File: src/rtl/mem_wb_stage_if.sv
// mem_wb_stage_if: data-memory req/ack bus between the memory stage and data memory
interface mem_wb_stage_if;
  logic        mem_req;
  logic        mem_we;
  logic [31:0] mem_addr;
  logic [3:0]  mem_be;
  logic [31:0] mem_wdata;
  logic [31:0] mem_rdata;
  logic        mem_ack;
  modport master(output mem_req, mem_we, mem_addr, mem_be, mem_wdata, input mem_rdata, mem_ack);
  modport slave(input mem_req, mem_we, mem_addr, mem_be, mem_wdata, output mem_rdata, mem_ack);
endinterface

File: src/rtl/mem_wb_stage.sv
// mem_wb_stage: RV32I memory stage and MEM/WB register; MEM_TIMEOUT_EN adds a bus wait timeout
module mem_wb_stage #(
  parameter int DATA_WIDTH     = 32,
  parameter int TIMEOUT_CYCLES = 255
) (
  input  logic                  clk,
  input  logic                  rst,
  input  logic [DATA_WIDTH-1:0] ALUResultM,
  input  logic [DATA_WIDTH-1:0] WriteDataM,
  input  logic [4:0]            RdM,
  input  logic [DATA_WIDTH-1:0] PCPlus4M,
  input  logic                  RegWriteM,
  input  logic [1:0]            ResultSrcM,
  input  logic                  MemWriteM,
  input  logic                  MemReadM,
  input  logic [2:0]            Funct3M,
  mem_wb_stage_if.master        bus,
  output logic                  stall_o,
  output logic [DATA_WIDTH-1:0] ResultW,
  output logic [4:0]            RdW,
  output logic                  RegWriteW,
  output logic                  MisalignW,
  output logic                  BusErrW
);
  typedef enum logic {IDLE, WAIT} state_t;
  state_t                r_state, w_next;
  logic [DATA_WIDTH-1:0] r_result;
  logic [4:0]            r_rd;
  logic                  r_rw, r_mis;
  logic                  w_mem, w_legal, w_aligned, w_acc, w_bad, w_to;
  logic [15:0]           w_lane;
  logic [DATA_WIDTH-1:0] w_load, w_result;
  assign w_mem     = MemReadM | MemWriteM;
  assign w_legal   = MemWriteM ? (Funct3M inside {3'b000, 3'b001, 3'b010})
                               : (Funct3M inside {3'b000, 3'b001, 3'b010, 3'b100, 3'b101});
  assign w_aligned = (Funct3M[1:0] == 2'b00) | ((Funct3M[1:0] == 2'b01) & ~ALUResultM[0]) |
                     ((Funct3M[1:0] == 2'b10) & (ALUResultM[1:0] == 2'b00));
  assign w_acc     = w_mem & w_aligned & w_legal;
  assign w_bad     = w_mem & ~(w_aligned & w_legal);
`ifdef MEM_TIMEOUT_EN
  localparam int CW = ($clog2(TIMEOUT_CYCLES + 1) > 8) ? $clog2(TIMEOUT_CYCLES + 1) : 8;
  logic [CW-1:0] r_cnt;
  logic          r_buserr;
  assign w_to    = (r_state == WAIT) && (r_cnt == CW'(TIMEOUT_CYCLES));
  assign BusErrW = r_buserr;
  // wait-cycle counter: held at zero in IDLE so it starts clean on every IDLE->WAIT
  always_ff @(posedge clk or posedge rst)
    if (rst) r_cnt <= '0;
    else     r_cnt <= (r_state == IDLE) ? '0 : r_cnt + 1'b1;
  // bus error pulse registered on the edge that ends an abandoned access
  always_ff @(posedge clk or posedge rst)
    if (rst) r_buserr <= 1'b0;
    else     r_buserr <= w_to;
`else
  assign w_to    = 1'b0;
  assign BusErrW = 1'b0;
`endif
  // access FSM state register
  always_ff @(posedge clk or posedge rst)
    if (rst) r_state <= IDLE;
    else     r_state <= w_next;
  // next state and handshake; a timed-out access drops its request and releases the stall
  always_comb begin
    w_next      = r_state;
    bus.mem_req = 1'b0;
    w_next      = (r_state == IDLE) ? ((w_acc & ~bus.mem_ack) ? WAIT : IDLE)
                                    : ((bus.mem_ack | w_to) ? IDLE : WAIT);
    bus.mem_req = ~rst & ((r_state == IDLE) ? w_acc : ~w_to);
  end
  assign stall_o       = bus.mem_req & ~bus.mem_ack;
  assign bus.mem_we    = MemWriteM;
  assign bus.mem_addr  = {ALUResultM[31:2], 2'b00};
  assign bus.mem_be    = ~MemWriteM                ? 4'b1111 :
                         (Funct3M[1:0] == 2'b00)   ? 4'b0001 << ALUResultM[1:0] :
                         (Funct3M[1:0] == 2'b01)   ? 4'b0011 << {ALUResultM[1], 1'b0} : 4'b1111;
  assign bus.mem_wdata = (Funct3M[1:0] == 2'b00) ? {4{WriteDataM[7:0]}} :
                         (Funct3M[1:0] == 2'b01) ? {2{WriteDataM[15:0]}} : WriteDataM;
  assign w_lane   = 16'(bus.mem_rdata >> {ALUResultM[1:0], 3'b000});
  assign w_load   = (Funct3M == 3'b000) ? {{24{w_lane[7]}}, w_lane[7:0]} :
                    (Funct3M == 3'b001) ? {{16{w_lane[15]}}, w_lane} :
                    (Funct3M == 3'b100) ? {24'b0, w_lane[7:0]} :
                    (Funct3M == 3'b101) ? {16'b0, w_lane} : bus.mem_rdata;
  assign w_result = (ResultSrcM == 2'b01) ? w_load : (ResultSrcM == 2'b10) ? PCPlus4M : ALUResultM;
  // W register: bubble while stalled or aborted, flag misaligned/illegal accesses, else retire
  always_ff @(posedge clk or posedge rst)
    if (rst) begin
      r_result <= '0;
      r_rd     <= '0;
      r_rw     <= 1'b0;
      r_mis    <= 1'b0;
    end else if (stall_o | w_to) begin
      r_rw     <= 1'b0;
      r_mis    <= 1'b0;
    end else if (w_bad) begin
      r_rw     <= 1'b0;
      r_mis    <= 1'b1;
      r_rd     <= RdM;
    end else begin
      r_rw     <= RegWriteM;
      r_rd     <= RdM;
      r_result <= w_result;
      r_mis    <= 1'b0;
    end
  assign ResultW   = r_result;
  assign RdW       = r_rd;
  assign RegWriteW = r_rw;
  assign MisalignW = r_mis;
endmodule

File: src/flat_wrapper.sv
// flat-port wrapper written by rule: the top's interface ports become plain ports
module mem_wb_stage_flat 
#(
  parameter int DATA_WIDTH     = 32,
  parameter int TIMEOUT_CYCLES = 255
)
  (clk, rst, ALUResultM, WriteDataM, RdM, PCPlus4M, RegWriteM, ResultSrcM, MemWriteM, MemReadM, Funct3M, stall_o, ResultW, RdW, RegWriteW, MisalignW, BusErrW, bus_mem_req, bus_mem_we, bus_mem_addr, bus_mem_be, bus_mem_wdata, bus_mem_rdata, bus_mem_ack);
  mem_wb_stage_if bus_i ();
  input  logic clk;
  input  logic rst;
  input  logic [DATA_WIDTH-1:0] ALUResultM;
  input  logic [DATA_WIDTH-1:0] WriteDataM;
  input  logic [4:0] RdM;
  input  logic [DATA_WIDTH-1:0] PCPlus4M;
  input  logic RegWriteM;
  input  logic [1:0] ResultSrcM;
  input  logic MemWriteM;
  input  logic MemReadM;
  input  logic [2:0] Funct3M;
  output logic stall_o;
  output logic [DATA_WIDTH-1:0] ResultW;
  output logic [4:0] RdW;
  output logic RegWriteW;
  output logic MisalignW;
  output logic BusErrW;
  output wire logic [$bits(bus_i.mem_req)-1:0] bus_mem_req;
  output wire logic [$bits(bus_i.mem_we)-1:0] bus_mem_we;
  output wire logic [$bits(bus_i.mem_addr)-1:0] bus_mem_addr;
  output wire logic [$bits(bus_i.mem_be)-1:0] bus_mem_be;
  output wire logic [$bits(bus_i.mem_wdata)-1:0] bus_mem_wdata;
  input wire logic [$bits(bus_i.mem_rdata)-1:0] bus_mem_rdata;
  input wire logic [$bits(bus_i.mem_ack)-1:0] bus_mem_ack;
  assign bus_mem_req = bus_i.mem_req;
  assign bus_mem_we = bus_i.mem_we;
  assign bus_mem_addr = bus_i.mem_addr;
  assign bus_mem_be = bus_i.mem_be;
  assign bus_mem_wdata = bus_i.mem_wdata;
  assign bus_i.mem_rdata = bus_mem_rdata;
  assign bus_i.mem_ack = bus_mem_ack;
  mem_wb_stage #(.DATA_WIDTH(DATA_WIDTH), .TIMEOUT_CYCLES(TIMEOUT_CYCLES)) u_core (.clk(clk), .rst(rst), .ALUResultM(ALUResultM), .WriteDataM(WriteDataM), .RdM(RdM), .PCPlus4M(PCPlus4M), .RegWriteM(RegWriteM), .ResultSrcM(ResultSrcM), .MemWriteM(MemWriteM), .MemReadM(MemReadM), .Funct3M(Funct3M), .bus(bus_i), .stall_o(stall_o), .ResultW(ResultW), .RdW(RdW), .RegWriteW(RegWriteW), .MisalignW(MisalignW), .BusErrW(BusErrW));
endmodule
File: config.mk
export PLATFORM = sky130hd
export DESIGN_NAME = mem_wb_stage_flat
export DESIGN_NICKNAME = d
export VERILOG_FILES = /design/src/rtl/mem_wb_stage_if.sv /design/src/rtl/mem_wb_stage.sv /design/src/flat_wrapper.sv
export SDC_FILE = /design/constraint.sdc
export NUM_CORES = 1
export LEC_CHECK = 0
export CORE_MARGIN = 1.5
export CORE_UTILIZATION = 25
export CTS_BUF_LIST = sky130_fd_sc_hd__clkbuf_16
export DETAILED_ROUTE_END_ITERATION = 12
export HOLD_SLACK_MARGIN = 0.12
export PLACE_DENSITY = 0.66
export SYNTH_ARGS = -nofsm -noshare
export SYNTH_HDL_FRONTEND = slang
export SYNTH_SLANG_ARGS = --single-unit
File: constraint.sdc
create_clock -name clk -period 3.8 [get_ports clk]
set_input_delay 1.14 -clock clk [delete_from_list [all_inputs] [get_ports clk]]
set_output_delay 1.14 -clock clk [all_outputs]
set_load 0.1 [all_outputs]
==> impl_metrics.yaml, run 1 <==
die:
  die_h_um: 121.4
  placementRows: 43
  die_area_um2: 14750
  die_x_um: 121.4
  start_util: 0.2546
  core_region_area_um2: 13770
  ios: 255
cts:
  h-tree-depth: 2
  cts-root-buf: "clkbuf_16"
  cts_buffers: 5
  clk_pin_slew_ps: 60
  clock_latency_ps: 280
  cts_tree: "yes"
  cts_buffer_depth: 2
  cts_sinks: 40
global_route:
  grt_max_degree: 66
  antenna_found_initial: 1
  grt-ovfl-total: 0
  grt_pass1_wl_um: 21480
  grt.total_usage: 0.1895
  grt_pass1_vias: 4069
layout:
  postLayoutCellArea_um2: 6765
  drive_gt1_frac: 0.3269
  fill_cells: 1299
  finalNetCount: 761
  area_delta_synth_final_pct: 92.90
  layout_commonest_cell: "clkdlybuf4s50_1"
  diodes: 0
  final_cell_mix: "137 x clkdlybuf4s50_1, 69 x buf_12, 61 x buf_4, 56 x nand2_1, 47 x mux2_2"
timing:
  slew_violations: 0
  period_share: 0.9776
  hold_viol_final: 0
  skew_ps: 5.269
  max_slew_margin: 0.3832
  rsz0062_at_grt: "no"
  worst-slew-pin-transition_ps: 922.9
  max_freq_mhz: 269.2
  fin_ws_ps: 85.22
  setup_viol: 0
  layout_min_cycle_time_ps: 3715
critical_path:
  cp_slowest_cell: "or4_4"
  crit_fanout: 3
  path_cells: "dlygate4sd2_1 > or4_4 > a21oi_4 > nor2_4 > nor3_4 > buf_12"
  crit_buf_inv: 2
  arrival_ps: 2570
  cp-start-kind: "input pin"
  critPathMaxStageDelay_ps: 560
  critPathTopFamily: "simple AND/OR/NAND/NOR gates"
  path_class: "input pin to primary output"
  critPathCaptureType: "primary output"
  required_ps: 2660
  rrSetupSlack_ps: 2180
synthesis:
  synth_top_area_cell: "dfrtp_1"
  syn_area_per_cell_um2: 8.596
  syn_inst: 408
  ys_seq_area_frac: 0.2854
  synth_top_family_by_area: "compound AO/OA/AOI/OAI gates"
  synth_area_leaders: "dfrtp_1 29%, mux2_2 15%, buf_4 9.0%, mux2i_1 6.0%, nand2_1 6.0%"
  synthMuxAreaShare: 0.2108
  synthSimpleGateAreaFrac: 0.1159
  synth_compound_area_frac: 0.2501
  synth_area_um2: 3507
  yosysWarnings: 0
  synth_xor_area_frac: 0
  synth_fa_ha_area_frac: 0
  synth-seq-cells: 40
  synth_cell_types: 37
  synth_top_area_frac: 0.2854
detailed_routing:
  dr.pass1.iters: 4
  drc_errors: 0
  drt_wl_total_um: 14500
  drtAntennaViolNets: 0
  viasPerCell: 4.986
  vias: 3979
  wl_per_cell_um: 18.17
  first_iter_violations: 141
worst_hold_path:
  hold_class: "register to register"
pwr:
  power.density_nw_per_um2: 408.3
  p_leak_nw: 2.873
  peakVddDrop_mv: 0.1799
place:
  gp_congestion: 0.8204
  dp_hpwl_um: 12060
  place_area_um2: 6580
  place.port_buffers: 251
  place_ws_ps: -162.6
status:
  status: "complete, no violations"
run:
  max_cap_viol_count: 0
## cells by family (layout without fill, tap and decap cells)
logic type      after synthesis  in the layout
compound gates              132            132
buf+inv                      77            285
flops                        40             40
mux                          68             68
other cells                   1              3
simple gates                 90             90
## area by class of cell
type | count | area (um2) | area share
inverters | 4 | 15.01 | 0.002219
well taps | 180 | 225.2 | 0.03329
clock buffers | 5 | 125.1 | 0.01849
flip-flops and latches | 40 | 1001 | 0.1480
multi-input cells | 293 | 2105 | 0.3111
repair buffers | 273 | 3256 | 0.4812
clock inverters | 3 | 38.79 | 0.005733
## Yosys cell counts (all sizes together)
cell,count
nand2,56
buf,53
mux2,47
dfrtp,40
o21ai,31
o31ai,25
o22ai,24
mux2i,21
clkbuf,20
a21oi,19
a221oi,13
nor2,12
nor2b,8
a22o,7
inv,4
a21o,3
nand3,3
a221o,2
a222oi,2
and2,2
nand2b,2
nor3,2
o2bb2ai,2
a31oi,1
a41o,1
conb,1
nand3b,1
nor4,1
nor4b,1
o21a,1
o311ai,1
or3,1
or4,1
## repair_timing
action | in CTS | in global routing
gates resized for setup | 8 | 0
hold buffers | 0 | 0
pin swaps | 4 | 2
setup endpoints to repair | 10 | 1
setup buffers | 1 | 0
## stage by stage
step	power (mW)	setup TNS, ps	util	cells	hold WS [ps]
after CTS	2.782	0	0.4912	798	481.8
after global placement	2.284	-635.9	0.4777	789	463.8
after detailed placement	2.302	-512.6	0.4777	789	468.8
after global routing	2.856	0	0.4912	798	499.6
after floorplan	1.734	-2137	-	410	543.1
final	2.762	0	0.4912	798	475.9
## worst register-to-register path: cells and delay by family, from the launching register on
kind / cells / cell delay [ps]
buf+inv: 1 / 520
compound gates: 3 / 500
flops: 1 / 400
simple gates: 1 / 100
## routing by layer
metal,vias up,track usage,share of wire
met5,-,0,0.00090
met2,213,0.3485,0.51
met1,1853,0.2036,0.36
met4,2,0.05515,0.020
met3,22,0.06532,0.10
li1,1889,-,-
## worst paths after layout
path | startpoint | endpoint | cells after the start
worst max-delay path | Funct3M[2] | stall_o | 6
worst min-delay path | u_core.ResultW[15] | u_core.ResultW[15] | 2
worst max register to register | u_core.r_state | u_core.ResultW[1] | 5
worst min register to register | u_core.ResultW[15] | u_core.ResultW[15] | 2
max in group asynchronous | rst | u_core.RegWriteW | 2
min in group asynchronous | rst | u_core.MisalignW | 2
## report_power, final
| part | switching (mW) | internal, mW |
|---|---|---|
| Clock | 0.168 | 0.306 |
| Sequential | 0.0402 | 0.501 |
| Combinational | 1.21 | 0.532 |
| Total | 1.42 | 1.34 |
## sequential cells by signal, summed over array words and instances, names as in the netlist
register	cells
u_core.MisalignW	1
u_core.RdW	5
u_core.RegWriteW	1
u_core.ResultW	32
u_core.r_state	1
(Power assumes the default switching activity.)
==> run 2: changes to the inputs <==
CAP_MARGIN = 25   (was not set)
==> results of run 2 <==
No change in the layout: final DEF, timing and power equal those of run 1.
